==> src/rtl/lut_bank_cfg_pkg.sv <==
// Shared definitions for the runtime-programmable LUT bank: table sizing and reset table.
package lut_pkg;

  localparam logic [15:0] INIT_DEFAULT = 16'hF896;

  // Total table bits: NCH channels of 2**K entries each.
  function automatic int unsigned tb(input int unsigned k, input int unsigned nch);
    return nch * (32'd1 << k);
  endfunction

endpackage

==> src/rtl/lut_cfg_shift.sv <==
// Serial-load truth-table store: table shift register, load counter, valid/done flags.
module lut_cfg_shift
  import lut_pkg::*;
#(
  parameter int unsigned              K    = 3,
  parameter int unsigned              NCH  = 2,
  parameter logic [tb(K,NCH)-1:0]     INIT = INIT_DEFAULT
) (
  input  logic                          clk,
  input  logic                          rst,
  input  logic                          cfg_en,
  input  logic                          cfg_bit,
  input  logic                          cfg_clr,
  output logic [tb(K,NCH)-1:0]          o_table,
  output logic                          o_valid,
  output logic                          o_done,
  output logic [$clog2(tb(K,NCH))-1:0]  o_cnt
);

  localparam int unsigned TB = tb(K, NCH);
  localparam int unsigned CW = $clog2(TB);

  logic [TB-1:0] r_table;
  logic [CW-1:0] r_cnt;
  logic          r_valid;
  logic          r_done;

  // rst and cfg_clr have identical effect here; only the output register tells them apart.
  always_ff @(posedge clk) begin
    if (rst || cfg_clr) begin
      r_table <= INIT;
      r_cnt   <= '0;
      r_valid <= 1'b1;
      r_done  <= 1'b0;
    end else begin
      r_done <= 1'b0;
      if (cfg_en) begin
        r_table <= {r_table[TB-2:0], cfg_bit};
        r_cnt   <= r_cnt + 1'b1;
        if (r_cnt == CW'(TB - 1)) begin
          r_valid <= 1'b1;
          r_done  <= 1'b1;
        end else if (r_cnt == '0) begin
          r_valid <= 1'b0;
        end
      end
    end
  end

  assign o_table = r_table;
  assign o_valid = r_valid;
  assign o_done  = r_done;
  assign o_cnt   = r_cnt;

endmodule

==> src/rtl/lut_bank_cfg.sv <==
// Bank of NCH runtime-programmable K-input boolean functions with registered outputs.
module lut_bank_cfg
  import lut_pkg::*;
#(
  parameter int unsigned              K    = 3,
  parameter int unsigned              NCH  = 2,
  parameter logic [tb(K,NCH)-1:0]     INIT = INIT_DEFAULT
) (
  input  logic                          clk,
  input  logic                          rst,
  input  logic [K-1:0]                  in,
  input  logic                          cfg_en,
  input  logic                          cfg_bit,
  input  logic                          cfg_clr,
  output logic [NCH-1:0]                lut_out,
  output logic                          cfg_valid,
  output logic                          cfg_done,
  output logic [$clog2(tb(K,NCH))-1:0]  cfg_cnt
);

  localparam int unsigned TB  = tb(K, NCH);
  localparam int unsigned ENT = 32'd1 << K;

  logic [TB-1:0]  w_table;
  logic [NCH-1:0] w_next;

  lut_cfg_shift #(
    .K    (K),
    .NCH  (NCH),
    .INIT (INIT)
  ) u_shift (
    .clk     (clk),
    .rst     (rst),
    .cfg_en  (cfg_en),
    .cfg_bit (cfg_bit),
    .cfg_clr (cfg_clr),
    .o_table (w_table),
    .o_valid (cfg_valid),
    .o_done  (cfg_done),
    .o_cnt   (cfg_cnt)
  );

  for (genvar g = 0; g < NCH; g++) begin : g_ch
    logic [ENT-1:0] w_row;
    assign w_row     = w_table[g*ENT +: ENT];
    assign w_next[g] = cfg_valid & w_row[in];
  end

  // cfg_clr deliberately leaves this register alone: it evaluates the pre-edge table.
  always_ff @(posedge clk) begin
    if (rst) lut_out <= '0;
    else     lut_out <= w_next;
  end

endmodule
==> config.mk <==
export PLATFORM = sky130hd
export DESIGN_NAME = lut_bank_cfg
export DESIGN_NICKNAME = d
export VERILOG_FILES = /design/src/rtl/lut_bank_cfg_pkg.sv /design/src/rtl/lut_cfg_shift.sv /design/src/rtl/lut_bank_cfg.sv
export SDC_FILE = /design/constraint.sdc
export NUM_CORES = 1
export LEC_CHECK = 0
export ABC_AREA = 0
export CORE_ASPECT_RATIO = 1.1
export CORE_MARGIN = 2
export CORE_UTILIZATION = 54
export CTS_CLUSTER_DIAMETER = 40
export DETAILED_ROUTE_END_ITERATION = 8
export PLACE_DENSITY = 0.79
export SYNTH_ARGS = -nofsm -noshare
export SYNTH_HDL_FRONTEND = slang
export SYNTH_SLANG_ARGS = --single-unit
==> constraint.sdc <==
create_clock -name clk -period 3.23 [get_ports clk]
set_input_delay 0.646 -clock clk [delete_from_list [all_inputs] [get_ports clk]]
set_output_delay 0.646 -clock clk [all_outputs]
set_load 0.01 [all_outputs]
======== Word-level counts from Yosys, hierarchy flattened ========
Cells that the tools add are included.
word-level totals
  logic and storage cells ................. 23
  register bits after elaboration ......... 24
  output and inout bits ................... 8
operators by class
  equality and inequality tests ........... 1
  muxes and demuxes ....................... 7
  add/sub/neg operators ................... 1
  bitwise gates (word level) .............. 3
  reductions and logical operators ........ 5
  order comparisons ....................... 1
operators by type and width
  cell                                                 count
  binary-select mux 1 bit (select 3 bit)               2
  two-way mux 1 bit                                    5
  adder 4 x 1 -> 4 bit (second input constant)         1
  equality test 4 bit (second input constant)          1
  zero test 4 bit                                      1
  < comparator 3 x 4 -> 1 bit (second input constant)  1
  AND 1 bit                                            2
  AND reduction 2 bit                                  1
  nonzero test 2 bit                                   1
  OR reduction 2 bit                                   1
  logical OR 1 bit                                     1
  NOT 1 bit                                            1

======== Longest topological paths before layout ========
Gate-level depths: netlist of the first run.
  word-level depth ........................ 3
  mapped depth ............................ 5

======== Modules after synthesis ========
A second synthesis of the first run with hierarchy kept.
unflattened totals
  cells, all modules ...................... 90
  area total of the unflattened synthesis .. 1037.2 µm²
modules (own cells, without submodules)
  module         area an instance (µm²)  sequential area each (µm²)  times used  cells an instance
  lut_cfg_shift  857.1                   440.4                       1           80
  lut_bank_cfg   180.2                   40.0                        1           10

======== Worst setup path after synthesis of the first run ========
OpenSTA, ideal clock, no wires.
  kind .................................... input-to-reg
  from .................................... input port in[1]
  to ...................................... register lut_out[0]
  data required time ...................... 3113 ps
  stages .................................. 3
  slack ................................... 1770 ps
  library setup time ...................... 117 ps
  arrival time ............................ 1342 ps
  path through ............................ mux4_1 > mux2i_1 > nor3b_1
on the way
  word-level cells in the longest chain between the ends .. 3
RTL lines
  item                                     line                RTL
  start, declared                          lut_bank_cfg.sv:11  input logic [K-1:0] in,
  binary-select mux 1 bit (select 3 bit)   lut_bank_cfg.sv:46  assign w_next[g] = cfg_valid & w_row[in];
  two-way mux 1 bit (implied by the code)  lut_bank_cfg.sv:46
  AND 1 bit                                lut_bank_cfg.sv:46
  end signal, assigned                     lut_bank_cfg.sv:52  else lut_out <= w_next;
  end, declared                            lut_bank_cfg.sv:15  output logic [NCH-1:0] lut_out,
No other way between the ends. The select of a mux whose other input is x is not followed.
A chain may end at the register's enable or synchronous reset.

======== Final worst setup path of the first run ========
  from .................................... register u_shift.r_cnt[0] (netlist: u_shift.o_cnt[0])
  to ...................................... output port cfg_cnt[0]
RTL lines
  item                    line                 RTL
  start, declared         lut_cfg_shift.sv:24  logic [CW-1:0] r_cnt;
  start signal, assigned  lut_cfg_shift.sv:39  r_cnt <= r_cnt + 1'b1;
  end, declared           lut_bank_cfg.sv:18   output logic [$clog2(tb(K,NCH))-1:0] cfg_cnt
No word-level cell between the ends.

==> impl_summary.txt, run 1 <==
----------------------------------------------------
[Drt]
  First drt pass iteration count ... 3
  Number of DRC markers after the initial detailed-route iteration ... 10
  Sum of routed wire length over all layers ... 1.61 mm
  Routed wirelength normalized by instance count ... 13.2 um
  Routed vias ... 659
  Count of nets left with antenna violations after detail routing ... 0
  Count of unresolved DRC violations after routing ... 0
  Number of vias per cell ... 5.40

[Run status]
  Result of the run ... completed

[Yosys]
  Count of different cell masters after synthesis ... 16
  Number of flip-flops and latches in the synthesized netlist ... 24
  Synth area leader ... dfxtp_1
  Dominant cells by area after synthesis ... dfxtp_1, mux2i_1, mux4_1
  Area of the mapped netlist ... 988 um^2
  Warnings, synthesis ... 0
  Yosys top cell area share ... 48.6%
  Post-Synthesis Net Count ... 98
  Avg Cell Area, Syn ... 11.2 um^2
  Cell count after synthesis ... 88
  Sequential area share after synthesis ... 48.6%

[Placed design]
  Routability congestion estimate ... 0.732
  IO Port Bufs ... 15
  Placed wire-length estimate after detailed placement ... 1.17 mm
  Cell total after placement ... 119

[Floorplanning]
  Initial core utilization ... 56.1%
  Floorplan Core Area ... 0.00176 mm^2
  Chip Height ... 48.9 um
  Total Die Area ... 0.00219 mm^2
  Die boundary width ... 44.8 um
  Num rows ... 16
  Count of boundary I/O pins ... 16

[Clock tree]
  Post-CTS Resized ... 0
  Number of post-CTS setup repair buffers ... 0
  Clock transition at path regs ... 0.12 ns
  Depth of the CTS H-tree ... 1
  TritonCTS clock tree ... done
  Number of clock sinks seen by CTS ... 24
  Clock root buffer master ... clkbuf_4
  Post-CTS Hold Buffers ... 0
  Total CTS buffers ... 3
  Clock insertion delay at the later pin of the skew report ... 0.30 ns
  Buffer levels on the longest clock path ... 2

[Worst setup path]
  Kind of launch point of the worst setup path ... flip-flop
  Critical Path AT ... 1.32 ns
  Largest incremental delay on the critical path ... 0.57 ns
  Buffers plus inverters on the worst setup path ... 1
  Critical Path RT ... 2.58 ns
  Highest-delay cell along the critical path ... clkdlybuf4s50_1
  Sort of element at the end of the critical path ... output port
  Kind of cell adding the most delay to the critical path ... buffers and inverters
  Series of cell instances along the critical path ... clkdlybuf4s50_1
  Largest fanout on the critical path ... 5
  Critical path class ... reg -> out

[Timing]
  Setup violation total in the final timing report ... 0
  Timing-limited maximum frequency ... 509 MHz
  Slew at the pin closest to its max-slew limit ... 0.680 ns
  Final Hold Vio Count ... 0
  Post-route fraction of the period consumed by the critical path ... 60.9%
  Final period demand of the worst path ... 1.97 ns
  Setup repair after global routing missed its margin ... false
  Summed negative setup slack over all endpoints ... 0 ns
  Max-slew violation count ... 0
  Slew Limit Headroom ... 54.5%
  Worst-case clock skew ... 0.00249 ns

[Finish]
  Most used cells in the layout excluding fill and tap cells ... dfxtp_1, mux2i_1, clkdlybuf4s50_1
  Flip-flop and latch area ... 480 um^2
  Number of antenna repair diodes ... 0
  Signed area change from the synthesized netlist to the final layout ... 19.1%
  Most common library cell in the layout ignoring fill and taps ... dfxtp_1
  Final Instance Count excl. Fillers ... 122
  Layout cell share with drive strength beyond 1 ... 4.81%
  Final layout net count ... 116
  Area of the multi-input gates ... 487 um^2
  Filler Cells Inserted ... 151

[Global route]
  Antenna violations before repair ... 0
  Total routing resource utilization after global routing ... 16.7%
  Congestion Overflow GR ... 0
  Via count of the first global-routing pass ... 567
  Largest net degree at the start of global routing ... 23
  Wire length of the first global-routing pass ... 2.64 mm

[Pwr]
  Relative contribution of sequential cells to total power ... 63.0%
  Share of power burned in the clock network ... 25.0%
  P per Cell Area ... 420 mW/mm^2
  Worst vdd ir ... 0.301 mV
  Psw ... 0.000111 W
  Pleak ... 0.491 nW
  Share of power burned in combinational logic ... 12.0%
  Switch share ... 22.4%
  Internal Dissipation ... 0.000384 W

[Job]
  Max-cap check violation count ... 0

[Min path]
  Worst min-delay path category ... reg -> reg

----------------------------------------------------
[cell families (layout without fill, tap and decap cells)]
| family | Yosys count | after routing | share of synthesized area (%) |
|---|---|---|---|
| multiplexers | 23 | 23 | 29.9 |
| adder cells (fa/ha/maj) | 2 | 2 | 2.53 |
| buffers and inverters | 5 | 21 | 2.15 |
| AND/OR/NAND/NOR | 31 | 31 | 14.2 |
| flip-flops | 24 | 24 | 48.6 |
| XOR/XNOR | 3 | 3 | 2.66 |
[power by group through the flow]
stage	Sequential (W)	Clock (W)	Combinational, W
global placement	0.000318	0	0.0000582
global route	0.000313	0.000140	0.0000641
finish	0.000312	0.000123	0.0000592
detailed placement	0.000318	0	0.0000598
floorplan	0.000319	0	0.0000348
CTS	0.000312	0.000128	0.0000600
[synthesized netlist by cell type]
cell type	number
nor3b_1	2
nand4_1	2
buf_2	2
nand4bb_1	1
nand2_1	11
dfxtp_1	24
mux2i_1	19
nand3_1	1
xnor2_1	1
or2_2	1
xor2_1	2
clkbuf_1	1
nor2_1	13
inv_1	2
mux4_1	4
ha_1	2
[through the flow]
step | power [W] | hold slack (ns) | instance area, um^2 | utilization [%] | setup WS, ns
floorplan | 0.000353 | 0.433 | 988 | - | 1.77
finish | 0.000494 | 0.512 | 1180 | 66.8 | 1.26
detailed placement | 0.000378 | 0.488 | 1150 | 65.6 | 1.09
CTS | 0.000499 | 0.517 | 1180 | 66.8 | 1.26
global placement | 0.000376 | 0.466 | 1150 | 65.6 | 1.13
global route | 0.000517 | 0.539 | 1180 | 66.8 | 1.20
[layer usage]
metal / part of all wire, % / vias up / GRT usage (%)
met3: 3.3 / 4 / 3.33
met5: 0 / - / 0
li1: - / 340 / -
met2: 46 / 11 / 25.6
met1: 47 / 304 / 21.7
met4: 2.7 / 0 / 8.82
[worst paths after layout]
| path | endpoint | slack [ns] | cells after the start | from |
|---|---|---|---|---|
| max | cfg_cnt[0] | 1.26 | 1 | u_shift.o_cnt[0] |
| min | u_shift.o_table[15] | 0.51 | 2 | u_shift.o_table[15] |
| max reg2reg | lut_out[1] | 2.07 | 3 | u_shift.o_table[10] |
| min reg2reg | u_shift.o_table[15] | 0.51 | 2 | u_shift.o_table[15] |
[registers in the layout, indices dropped and copies added, names as in the netlist]
| signal | flops |
|---|---|
| u_shift.o_valid | 1 |
| u_shift.o_done | 1 |
| u_shift.o_table | 16 |
| lut_out | 2 |
| u_shift.o_cnt | 4 |
[layout make-up]
cell class              count  share of cell area, %
clock buffers               3                   1.91
multi-input cells          59                   41.3
inverters                   2                  0.638
flip-flops and latches     24                   40.8
well taps                  18                   1.91
repair buffers             16                   13.4
[worst reg2reg max path, delay by kind of cell, from the launching register on]
family / cells / cell delay, ns
flip-flops: 1 / 0.34
multiplexers: 2 / 0.65
AND/OR/NAND/NOR: 1 / 0.07
No activity file was read; power rests on OpenSTA's default activity.
==> run 2: changes to the inputs <==
Settings changed: CORE_UTILIZATION 54 to 50, PLACE_DENSITY 0.79 to 0.73.
Clock period 3.23 ns to 1.9 ns, I/O delays scaled along.
==> run 2 against run 1 <==
Effect of this change:
- clock-buffer cell count is the same
- global-route usage grew 0.17 points
- combinational power grew 79%
- total power grew 100%
- first-iteration DRC count is the same
- clock skew grew 0.0039 ns
- sequential share of layout area shrank 2.0 points
- critical endpoint unchanged
==> impl_summary.txt, run 2 (same netlist as run 1, synthesis figures left out) <==
----------------------------------------------------
[Run status]
  Result of the run ... completed

[Worst setup path]
  Buffers plus inverters on the worst setup path ... 1 (unchanged)
  Critical Path RT ... 1.52 ns (-1.06 ns)
  Highest-delay cell along the critical path ... clkdlybuf4s50_1
  Critical path class ... reg -> out
  Kind of launch point of the worst setup path ... flip-flop
  Series of cell instances along the critical path ... clkdlybuf4s50_1
  Largest incremental delay on the critical path ... 0.57 ns (about the same)
  Sort of element at the end of the critical path ... output port
  Kind of cell adding the most delay to the critical path ... buffers and inverters
  Worst reg-to-reg path cell count ... 3 (unchanged)
  Number of stages on the worst setup path ... 1 (unchanged)
  Critical Path AT ... 1.30 ns (-0.02 ns)
  Largest fanout on the critical path ... 5 (unchanged)

[Finish]
  Final layout net count ... 117 (+0.86%)
  Filler Cells Inserted ... 144 (-4.6%)
  Signed area change from the synthesized netlist to the final layout ... 25.3%
  Layout cell share with drive strength beyond 1 ... 6.60% (+1.8 points)
  Most used cells in the layout excluding fill and tap cells ... dfxtp_1, mux2i_1, clkdlybuf4s50_1
  Number of antenna repair diodes ... 0 (unchanged)
  Most common library cell in the layout ignoring fill and taps ... dfxtp_1
  Max reg flops ... 16 (unchanged)

[Drt]
  First drt pass iteration count ... 4 (+1)
  Number of DRC markers after the initial detailed-route iteration ... 10 (unchanged)
  Sum of routed wire length over all layers ... 1.63 mm (+0.81%)
  Count of nets left with antenna violations after detail routing ... 0 (unchanged)
  Routed vias ... 684 (+3.8%)
  Number of vias per cell ... 5.14 (-4.8%)
  Routed wirelength normalized by instance count ... 12.2 um (-7.5%)
  Count of unresolved DRC violations after routing ... 0 (unchanged)

[Clock tree]
  Clock root buffer master ... clkbuf_4
  Post-CTS Hold Buffers ... 0 (unchanged)
  Total CTS buffers ... 3 (unchanged)
  Clock transition at path regs ... 0.13 ns (about the same)
  TritonCTS clock tree ... done
  Buffer levels on the longest clock path ... 2 (unchanged)
  Number of clock sinks seen by CTS ... 24 (unchanged)
  Depth of the CTS H-tree ... 1 (unchanged)
  Clock insertion delay at the later pin of the skew report ... 0.31 ns (about the same)
  Post-CTS Resized ... 0 (unchanged)
  Number of post-CTS setup repair buffers ... 0 (unchanged)

[Timing]
  Timing-limited maximum frequency ... 594 MHz
  Final period demand of the worst path ... 1.68 ns
  Slew at the pin closest to its max-slew limit ... 0.241 ns (-0.439 ns)
  Summed negative setup slack over all endpoints ... 0 ns (unchanged)
  Max-slew violation count ... 0 (unchanged)
  Post-route fraction of the period consumed by the critical path ... 88.6%
  Setup violation total in the final timing report ... 0 (unchanged)
  Slew Limit Headroom ... 83.9% (+29 points)
  Setup repair after global routing missed its margin ... false
  Worst-case clock skew ... 0.00636 ns (+0.00387 ns)
  Final Hold Vio Count ... 0 (unchanged)
  Final-layout worst hold slack ... 0.515 ns (+0.00248 ns)
  Smallest setup slack after layout ... 0.217 ns (-1.05 ns)

[Min path]
  Hold Path Stages ... 2 (unchanged)
  Worst min-delay path category ... reg -> reg

[Floorplanning]
  Floorplan Core Area ... 0.00182 mm^2 (+3.4%)
  Total Die Area ... 0.00235 mm^2 (+7.3%)
  Die boundary width ... 46.4 um (+3.6%)
  Count of boundary I/O pins ... 16 (unchanged)
  Chip Height ... 50.6 um (+3.6%)
  Initial core utilization ... 54.3% (-1.8 points)
  Num rows ... 16 (unchanged)

[Pwr]
  Pleak ... 0.515 nW (+4.9%)
  Worst vdd ir ... 0.492 mV (+64%)
  P per Cell Area ... 806 mW/mm^2 (+92%)

[Global route]
  Total routing resource utilization after global routing ... 16.8% (+0.17 points)
  Antenna violations before repair ... 0 (unchanged)
  Congestion Overflow GR ... 0 (unchanged)
  Largest net degree at the start of global routing ... 23 (unchanged)
  Via count of the first global-routing pass ... 660 (+16%)
  Wire length of the first global-routing pass ... 2.86 mm (+8.1%)

[Placed design]
  Worst Setup Slack post-DPL ... 0.0323 ns (-1.06 ns)
  Routability congestion estimate ... 0.733 (+0.14%)
  IO Port Bufs ... 15 (unchanged)
  Placed wire-length estimate after detailed placement ... 1.18 mm (+0.74%)

[Job]
  Max-cap check violation count ... 0 (unchanged)

----------------------------------------------------
## run 2: cell type report
| cell class | instances | area, um^2 | share of cell area, % |
|---|---|---|---|
| tap | 27 | 33.8 | 2.73 |
| clock inverter | 1 | 30.0 | 2.42 |
| timing repair buffer | 17 | 178 | 14.3 |
| clock buffer | 3 | 22.5 | 1.82 |
| multi-input combinational | 59 | 487 | 39.3 |
| sequential | 24 | 480 | 38.8 |
| inverter | 2 | 7.51 | 0.606 |
## run 2: worst register-to-register path: cells and delay by family (launching register included)
family | cells | cell delay [ns]
and+or+nand+nor | 1 | 0.06
DFF | 1 | 0.35
muxes | 2 | 0.64
## run 2: worst paths after layout
path                  startpoint                   to  slack (ns)
max             u_shift.o_cnt[0]           cfg_cnt[0]        0.22
min          u_shift.o_table[15]  u_shift.o_table[15]        0.51
max reg2reg   u_shift.o_table[3]           lut_out[0]        0.76
min reg2reg  u_shift.o_table[15]  u_shift.o_table[15]        0.51
## run 2: per-stage QoR
step                      total power, W  instances  cell area [um^2]  util (%)
after global placement          0.000645        129              1190      65.1
after floorplan                 0.000601         88               988         -
final                           0.000999        133              1240      68.0
after CTS                        0.00101        133              1240      68.0
after detailed placement        0.000648        129              1190      65.1
after global routing             0.00105        133              1240      68.0
## run 2: metal layers
metal | global-route usage [%] | share of wire (%) | up-vias
li1 | - | - | 341
met1 | 22.7 | 48 | 332
met2 | 25.0 | 48 | 9
met3 | 3.24 | 3.2 | 2
met4 | 8.57 | 0.86 | 0
met5 | 0 | 0 | -
## run 2: power breakdown
part	total (W)	switching (W)	internal [W]
combinational	0.000106	0.0000429	0.0000631
clock	0.000363	0.000150	0.000213
sequential	0.000530	0.0000106	0.000519
total	0.000999	0.000203	0.000795
